==> src/rtl/fft_frame_feeder.sv <==
// Ping-pong frame collector in front of the radix-4 FFT core: fills N-sample frames,
// launches the FFT per frame, captures the returned bins and flags overrun/hang.
module fft_frame_feeder #(
    parameter int WIDTH   = 12,
    parameter int N       = 16,
    parameter int TIMEOUT = 64
) (
    input  logic             clk,
    input  logic             rst,
    input  logic [WIDTH-1:0] sample_in,
    input  logic             sample_valid,
    output logic             fft_start,
    input  logic             fft_done,
    output logic [WIDTH-1:0] time_samples [0:N-1],
    input  logic [WIDTH-1:0] freq_samples [0:N-1],
    output logic [WIDTH-1:0] frame_out    [0:N-1],
    output logic             frame_valid,
    output logic             fft_busy,
    output logic             overrun,
    output logic             fft_timeout
);

    localparam int CW = $clog2(N);
    localparam int BW = $clog2(TIMEOUT);

    typedef enum logic [1:0] {
        ST_IDLE  = 2'd0,
        ST_START = 2'd1,
        ST_BUSY  = 2'd2
    } state_t;

    state_t           state_r;
    state_t           state_nx_s;
    logic             wr_bank_r;
    logic             rd_bank_r;
    logic [CW-1:0]    wr_cnt_r;
    logic             pending_r;
    logic             done_q_r;
    logic [BW-1:0]    busy_cnt_r;
    logic             fft_start_r;
    logic             fft_busy_r;
    logic             frame_valid_r;
    logic             overrun_r;
    logic             fft_timeout_r;
    logic [WIDTH-1:0] bank_r      [0:1][0:N-1];
    logic [WIDTH-1:0] frame_out_r [0:N-1];

    logic write_s;
    logic complete_s;
    logic drop_s;
    logic rise_s;
    logic capture_s;
    logic timeout_s;
    logic exit_s;
    logic launch_s;

    // Write-side, capture and launch decisions for the current cycle.
    always_comb begin
        write_s    = sample_valid & ~pending_r;
        complete_s = write_s & (wr_cnt_r == CW'(N - 1));
        drop_s     = sample_valid & pending_r;
        rise_s     = fft_done & ~done_q_r;
        capture_s  = (state_r == ST_BUSY) & rise_s;
        // A capture on the final budget cycle wins over the timeout.
        timeout_s  = (state_r == ST_BUSY) & ~rise_s & (busy_cnt_r == BW'(TIMEOUT - 1));
        exit_s     = capture_s | timeout_s;
        launch_s   = (complete_s & ((state_r == ST_IDLE) | exit_s)) | (pending_r & exit_s);
    end

    // FSM next-state logic.
    always_comb begin
        state_nx_s = state_r;
        case (state_r)
            ST_IDLE: begin
                if (launch_s) state_nx_s = ST_START;
                else          state_nx_s = ST_IDLE;
            end
            ST_START: state_nx_s = ST_BUSY;
            ST_BUSY: begin
                if (exit_s) state_nx_s = launch_s ? ST_START : ST_IDLE;
                else        state_nx_s = ST_BUSY;
            end
            default: state_nx_s = ST_IDLE;
        endcase
    end

    // State, bank pointers, counters and registered status outputs.
    always_ff @(posedge clk or posedge rst) begin
        if (rst) begin
            state_r       <= ST_IDLE;
            wr_bank_r     <= 1'b0;
            rd_bank_r     <= 1'b1;
            wr_cnt_r      <= {CW{1'b0}};
            pending_r     <= 1'b0;
            done_q_r      <= 1'b0;
            busy_cnt_r    <= {BW{1'b0}};
            fft_start_r   <= 1'b0;
            fft_busy_r    <= 1'b0;
            frame_valid_r <= 1'b0;
            overrun_r     <= 1'b0;
            fft_timeout_r <= 1'b0;
        end else begin
            state_r       <= state_nx_s;
            done_q_r      <= fft_done;
            fft_start_r   <= (state_nx_s == ST_START);
            fft_busy_r    <= (state_nx_s != ST_IDLE);
            frame_valid_r <= capture_s;
            if (launch_s) begin
                rd_bank_r <= wr_bank_r;
                wr_bank_r <= ~wr_bank_r;
                wr_cnt_r  <= {CW{1'b0}};
                pending_r <= 1'b0;
            end else if (complete_s) begin
                pending_r <= 1'b1;
            end else if (write_s) begin
                wr_cnt_r  <= wr_cnt_r + CW'(1);
            end else begin
                wr_cnt_r  <= wr_cnt_r;
            end
            if ((state_r == ST_BUSY) && !exit_s) busy_cnt_r <= busy_cnt_r + BW'(1);
            else                                 busy_cnt_r <= {BW{1'b0}};
            if (drop_s)    overrun_r     <= 1'b1;
            else           overrun_r     <= overrun_r;
            if (timeout_s) fft_timeout_r <= 1'b1;
            else           fft_timeout_r <= fft_timeout_r;
        end
    end

    // Sample banks; the bank being filled freezes while a frame is pending.
    always_ff @(posedge clk or posedge rst) begin
        if (rst) begin
            for (int b = 0; b < 2; b++) begin
                for (int i = 0; i < N; i++) begin
                    bank_r[b][i] <= {WIDTH{1'b0}};
                end
            end
        end else if (write_s) begin
            bank_r[wr_bank_r][wr_cnt_r] <= sample_in;
        end else begin
            bank_r[wr_bank_r][wr_cnt_r] <= bank_r[wr_bank_r][wr_cnt_r];
        end
    end

    // Held copy of the most recently captured bins.
    always_ff @(posedge clk or posedge rst) begin
        if (rst) begin
            for (int i = 0; i < N; i++) begin
                frame_out_r[i] <= {WIDTH{1'b0}};
            end
        end else if (capture_s) begin
            for (int i = 0; i < N; i++) begin
                frame_out_r[i] <= freq_samples[i];
            end
        end else begin
            for (int i = 0; i < N; i++) begin
                frame_out_r[i] <= frame_out_r[i];
            end
        end
    end

    // Read bank presented to the FFT.
    always_comb begin
        for (int i = 0; i < N; i++) begin
            time_samples[i] = bank_r[rd_bank_r][i];
            frame_out[i]    = frame_out_r[i];
        end
    end

    assign fft_start   = fft_start_r;
    assign fft_busy    = fft_busy_r;
    assign frame_valid = frame_valid_r;
    assign overrun     = overrun_r;
    assign fft_timeout = fft_timeout_r;

endmodule
==> config.mk <==
export PLATFORM = sky130hd
export DESIGN_NAME = fft_frame_feeder
export DESIGN_NICKNAME = d
export VERILOG_FILES = /design/src/rtl/fft_frame_feeder.sv
export SDC_FILE = /design/constraint.sdc
export NUM_CORES = 1
export LEC_CHECK = 0
export CAP_MARGIN = 20
export CORE_MARGIN = 5
export CORE_UTILIZATION = 35
export DETAILED_ROUTE_END_ITERATION = 8
export PLACE_DENSITY_LB_ADDON = 0.1
export SYNTH_ARGS = -nofsm -noshare
export SYNTH_HDL_FRONTEND = slang
export SYNTH_SLANG_ARGS = --single-unit
==> constraint.sdc <==
create_clock -name clk -period 58.4 [get_ports clk]
set_input_delay 17.52 -clock clk [delete_from_list [all_inputs] [get_ports clk]]
set_output_delay 17.52 -clock clk [all_outputs]
set_load 0.05 [all_outputs]
## Word-level counts from Yosys, hierarchy flattened

Index checks and enable logic that the tools add are counted.

| storage, ports and cells | value |
|---|---|
| output and inout bits | 389 |
| input bits | 208 |
| logic and storage cells | 126 |
| register bits after elaboration | 597 |

| cells by class | value |
|---|---|
| $add $sub $neg | 2 |
| $lt $le $gt $ge | 5 |
| bitwise gates (word level) | 19 |
| reductions and logical operators | 9 |
| multiplexer cells | 25 |
| eq/ne operators | 6 |

Operator list:

| kind | count |
|---|---|
| two-way mux 192 bit | 7 |
| bitwise mux 384 bit | 2 |
| two-way mux 384 bit | 1 |
| demux 192 bit (select 1 bit) | 1 |
| binary-select mux 12 bit (select 4 bit) | 1 |
| demux 12 bit (select 4 bit) | 1 |
| two-way mux 12 bit | 3 |
| two-way mux 4 bit | 3 |
| bitwise AND 1 bit | 9 |
| adder 6 x 1 -> 6 bit, second input constant | 1 |
| == test 6 bit, second input constant | 1 |
| two-way mux 6 bit | 1 |
| one-hot mux 2 bit (3 select lines) | 1 |
| nonzero test 2 bit | 3 |
| >= comparator 5 bit, second input constant | 1 |
| < comparator 5 x 1 -> 1 bit, second input constant | 1 |
| inverter 4 -> 5 bit | 1 |
| adder 4 x 1 -> 4 bit, second input constant | 1 |
| == test 2 x 1 -> 1 bit, second input constant | 2 |
| == test 4 bit, second input constant | 1 |
| >= comparator 2 bit, second input constant | 2 |
| inverter 1 bit | 4 |
| inverter 1 -> 2 bit | 2 |
| logical AND 1 bit | 3 |
| other kinds (9) | 13 |

## Logic depth before layout (Yosys ltp)

| depth | value |
|---|---|
| word-level depth | 13 |
| mapped depth | 10 |
| mapped depth without buffers | 6 |

## Worst setup path after synthesis

OpenSTA, ideal clock, no wires.

| path | value |
|---|---|
| path kind | reg-to-output |
| from | reg rd_bank_r |
| to | out time_samples[122] (netlist bit) |
| arrival | 1.662 ns |
| required time | 40.880 ns |
| path slack | 39.218 ns |
| path buffers | 2 |
| stages on the path, launching flop included | 4 |
| cell sequence | dfstp_2 > clkbuf_1 > clkbuf_1 > mux2_2 |

RTL lines:

| item | line | RTL |
|---|---|---|
| from (decl) | 35 | `logic rd_bank_r;` |
| from (signal assigned) | 109 | `rd_bank_r <= wr_bank_r;` |
| to (decl) | 14 | `output logic [WIDTH-1:0] time_samples [0:N-1],` |

==> impl_results.md <==
* Status: finished, final reports clean
* Average cell area after synthesis at 12.2 µm²
* Post-DP HPWL at 89200 µm
* Clock transition at the registers of the reported paths at approximately 0.060 ns
* Max Cap Viol at 0
* Number of global-route vias before repair at 25.7k
* Area Overhead vs Synth at 28.8%
* Synth Flop Type: dfrtp_1
* Ys async rst share at 100%
* Die Y at 306 µm
* Initial antenna violation count at 8
* Total setup buffers inserted after CTS at 0
* Yosys warnings at 0
* Vias at roughly 25k
* WL/cell at 30.8 µm
* Distinct cells, synth at between 40 and 50
* Hold buffers post-CTS at 0
* Hold WC Path Type: reg -> reg
* Core area at 87000 µm²
* Crit path time final at roughly 21 ns
* CTS tree: yes
* Nets at between 3k and 4k
* IO Count at 597
* Hold_ws at 0.467 ns
* Max-slew violations at 0
* Post-Syn Nets at between 2k and 3k
* Die area at roughly 94000 µm²
* Crit-path max FO at 66
* Post-Route WL at approximately 130000 µm
* CTS Sinks at about 600
* Crit end category: output port
* Synth top area share at 48.5%
* Worst Setup Start Kind: flop
* Final Cell Area at just under 40000 µm²
* Cell with the most instances after synthesis: dfrtp_1
* # setup viols final at 0
* Synth Area in Compound Gates at about 18%
* Most area-consuming cells after synthesis: dfrtp_1, mux2_2, o221ai_2, mux2i_1, nand2_1
* Worst rel slew slack at a little under a quarter
* Syn Inst Count at roughly 2.5k
* Gates resized, CTS repair at 0
* Seq/Total Area, Yosys at roughly 49%
* Initial DRC Count at around 2.2k
* Hold Vio Cnt, Final at 0
* Final Cycle Share at between 30% and 40%
* Area after DPL at about 37000 µm²
* Num rows at ~110
* Crit Path Class: reg -> out
* Mux cell area share after synthesis at 20.4%
* CTS Buf Count at 72
* Synth cell count leaders: dfrtp_1, nand2_1, mux2_2
* Post-Synth Simple-Gate Area at a little under 8%
* Antenna-violating nets left at 0
* Data required, critical path at ~40 ns
* Initial Util at a little over a third
* First-pass GRT wire length at between 150000 and 200000 µm
* RSZ-0062 raised after global routing: false
* Share of cells above drive strength 1 at 26.0%
* Highest Clock Rate at approximately 47 MHz
* Register bit total from synthesis at approximately 600
* Grt total ovfl at 0
* Largest family of logic cells by synthesized area: multiplexers
* Clock Tree Buf Depth at 3
* 1st-pass router iterations at 8
* Port bufs at about 600
* Vias per cell at 5.89
* Setup_tns at 0 ns
* GRT Overall Usage at a little over a quarter
* CP arrival at ~3.9 ns
* Post-synth EDFFs at 0
* Synth Area in XOR/XNOR at 0.171%
* Final GP Congestion at roughly 0.86
* Largest net degree at the start of global routing at slightly below 200
* CTS root buf: clkbuf_16
* DRC violation count after routing at 0
* H-tree lvl count at 3
* Adder-cell area share of the yosys netlist at less than 1%
* Worst Skew at ~0.02 ns
* Worst-margin pin slew at about 1.2 ns
* Die X at roughly 310 µm
* Synth area leader: dfrtp_1
* Clock insertion delay at the later pin of the skew report at 0.61 ns
* Post-Syn Area at roughly 31000 µm²
* FILL cells at ~8.0k
==> cell type report <==
type                       count  area (µm²)  share of cell area [%]
sequential                   597       14900                    37.7
multi-input combinational   1641       14300                    36.1
timing repair buffer         659        6630                    16.7
clock buffer                 116        2210                    5.59
tap                         1155        1450                    3.65
clock inverter                 6        45.0                   0.114
inverter                       6        30.0                  0.0758
antenna                        6        15.0                  0.0379
==> per-stage QoR <==
step                util, %  instances  worst slack [ns]
finish                 45.5       4186             37.00
global route           45.5       4183             36.91
CTS                    45.2       4166             37.01
detailed placement     42.6       4044             37.59
global placement       42.6       4043             37.65
floorplan                 -       2530             24.17
==> cell families (layout without fill, tap and decap cells) <==
family | count (synthesis) | count (layout)
and+or+nand+nor | 562 | 562
buffers and inverters | 292 | 787
other | 0 | 6
AOI/OAI and AO/OA | 490 | 490
DFF | 597 | 597
adders and majority gates | 5 | 5
xor gates and xnor gates | 6 | 6
muxes | 578 | 578
==> critical path, stage by stage (launching register included) <==
cell and delay (ns):
dfstp_4 1.23, buf_4 0.77, mux2_2 0.42, clkdlybuf4s50_1 0.72
==> sequential cells by signal, indices dropped and copies added, names as in the netlist, 2 cells and up <==
register	count
state_r	2
bank_r	384
frame_out	192
wr_cnt_r	4
busy_cnt_r	6
==> worst paths after layout <==
path | start | end | slack (ns) | cells after the start
setup / recovery | rd_bank_r | time_samples[136] | 37.00 | 3
hold / removal | busy_cnt_r[0] | busy_cnt_r[0] | 0.47 | 1
setup reg to reg | wr_bank_r | bank_r[307] | 53.88 | 8
hold reg to reg | busy_cnt_r[0] | busy_cnt_r[0] | 0.47 | 1
max in group asynchronous | rst | bank_r[258] | 38.70 | 5
min in group asynchronous | rst | frame_out[56] | 17.50 | 2
==> routing by layer <==
layer,routed length [µm],GRT usage (%),vias up
met5,52,0,-
met1,49900,32.9,12800
met4,4810,9.31,6
met2,64100,45.3,1148
met3,10100,6.41,205
li1,-,-,10500
==> cells in the final DEF, fill, tap and decap left out, types with 3 or more instances in the layout <==
master           count
clkdlybuf4s50_1    596
dfrtp_1            595
nand2_1            407
mux2_2             384
o221ai_2           207
mux2i_1            193
o221ai_1           177
a22oi_1             96
nand3_1             83
clkbuf_16           77
buf_4               45
clkbuf_1            25
nand2b_1            18
clkbuf_8            14
nor2_1              11
buf_8               10
and4_2               7
nand2_2              7
diode_2              6
nor2b_1              5
and4_1               5
ha_1                 5
clkinv_2             5
or2_2                4
inv_1                4
xnor2_1              4
buf_12               4
nor2b_4              3
buf_16               3
Power is not shown: default switching activity piles up to over one toggle a cycle in this logic, so the estimate is an artifact.
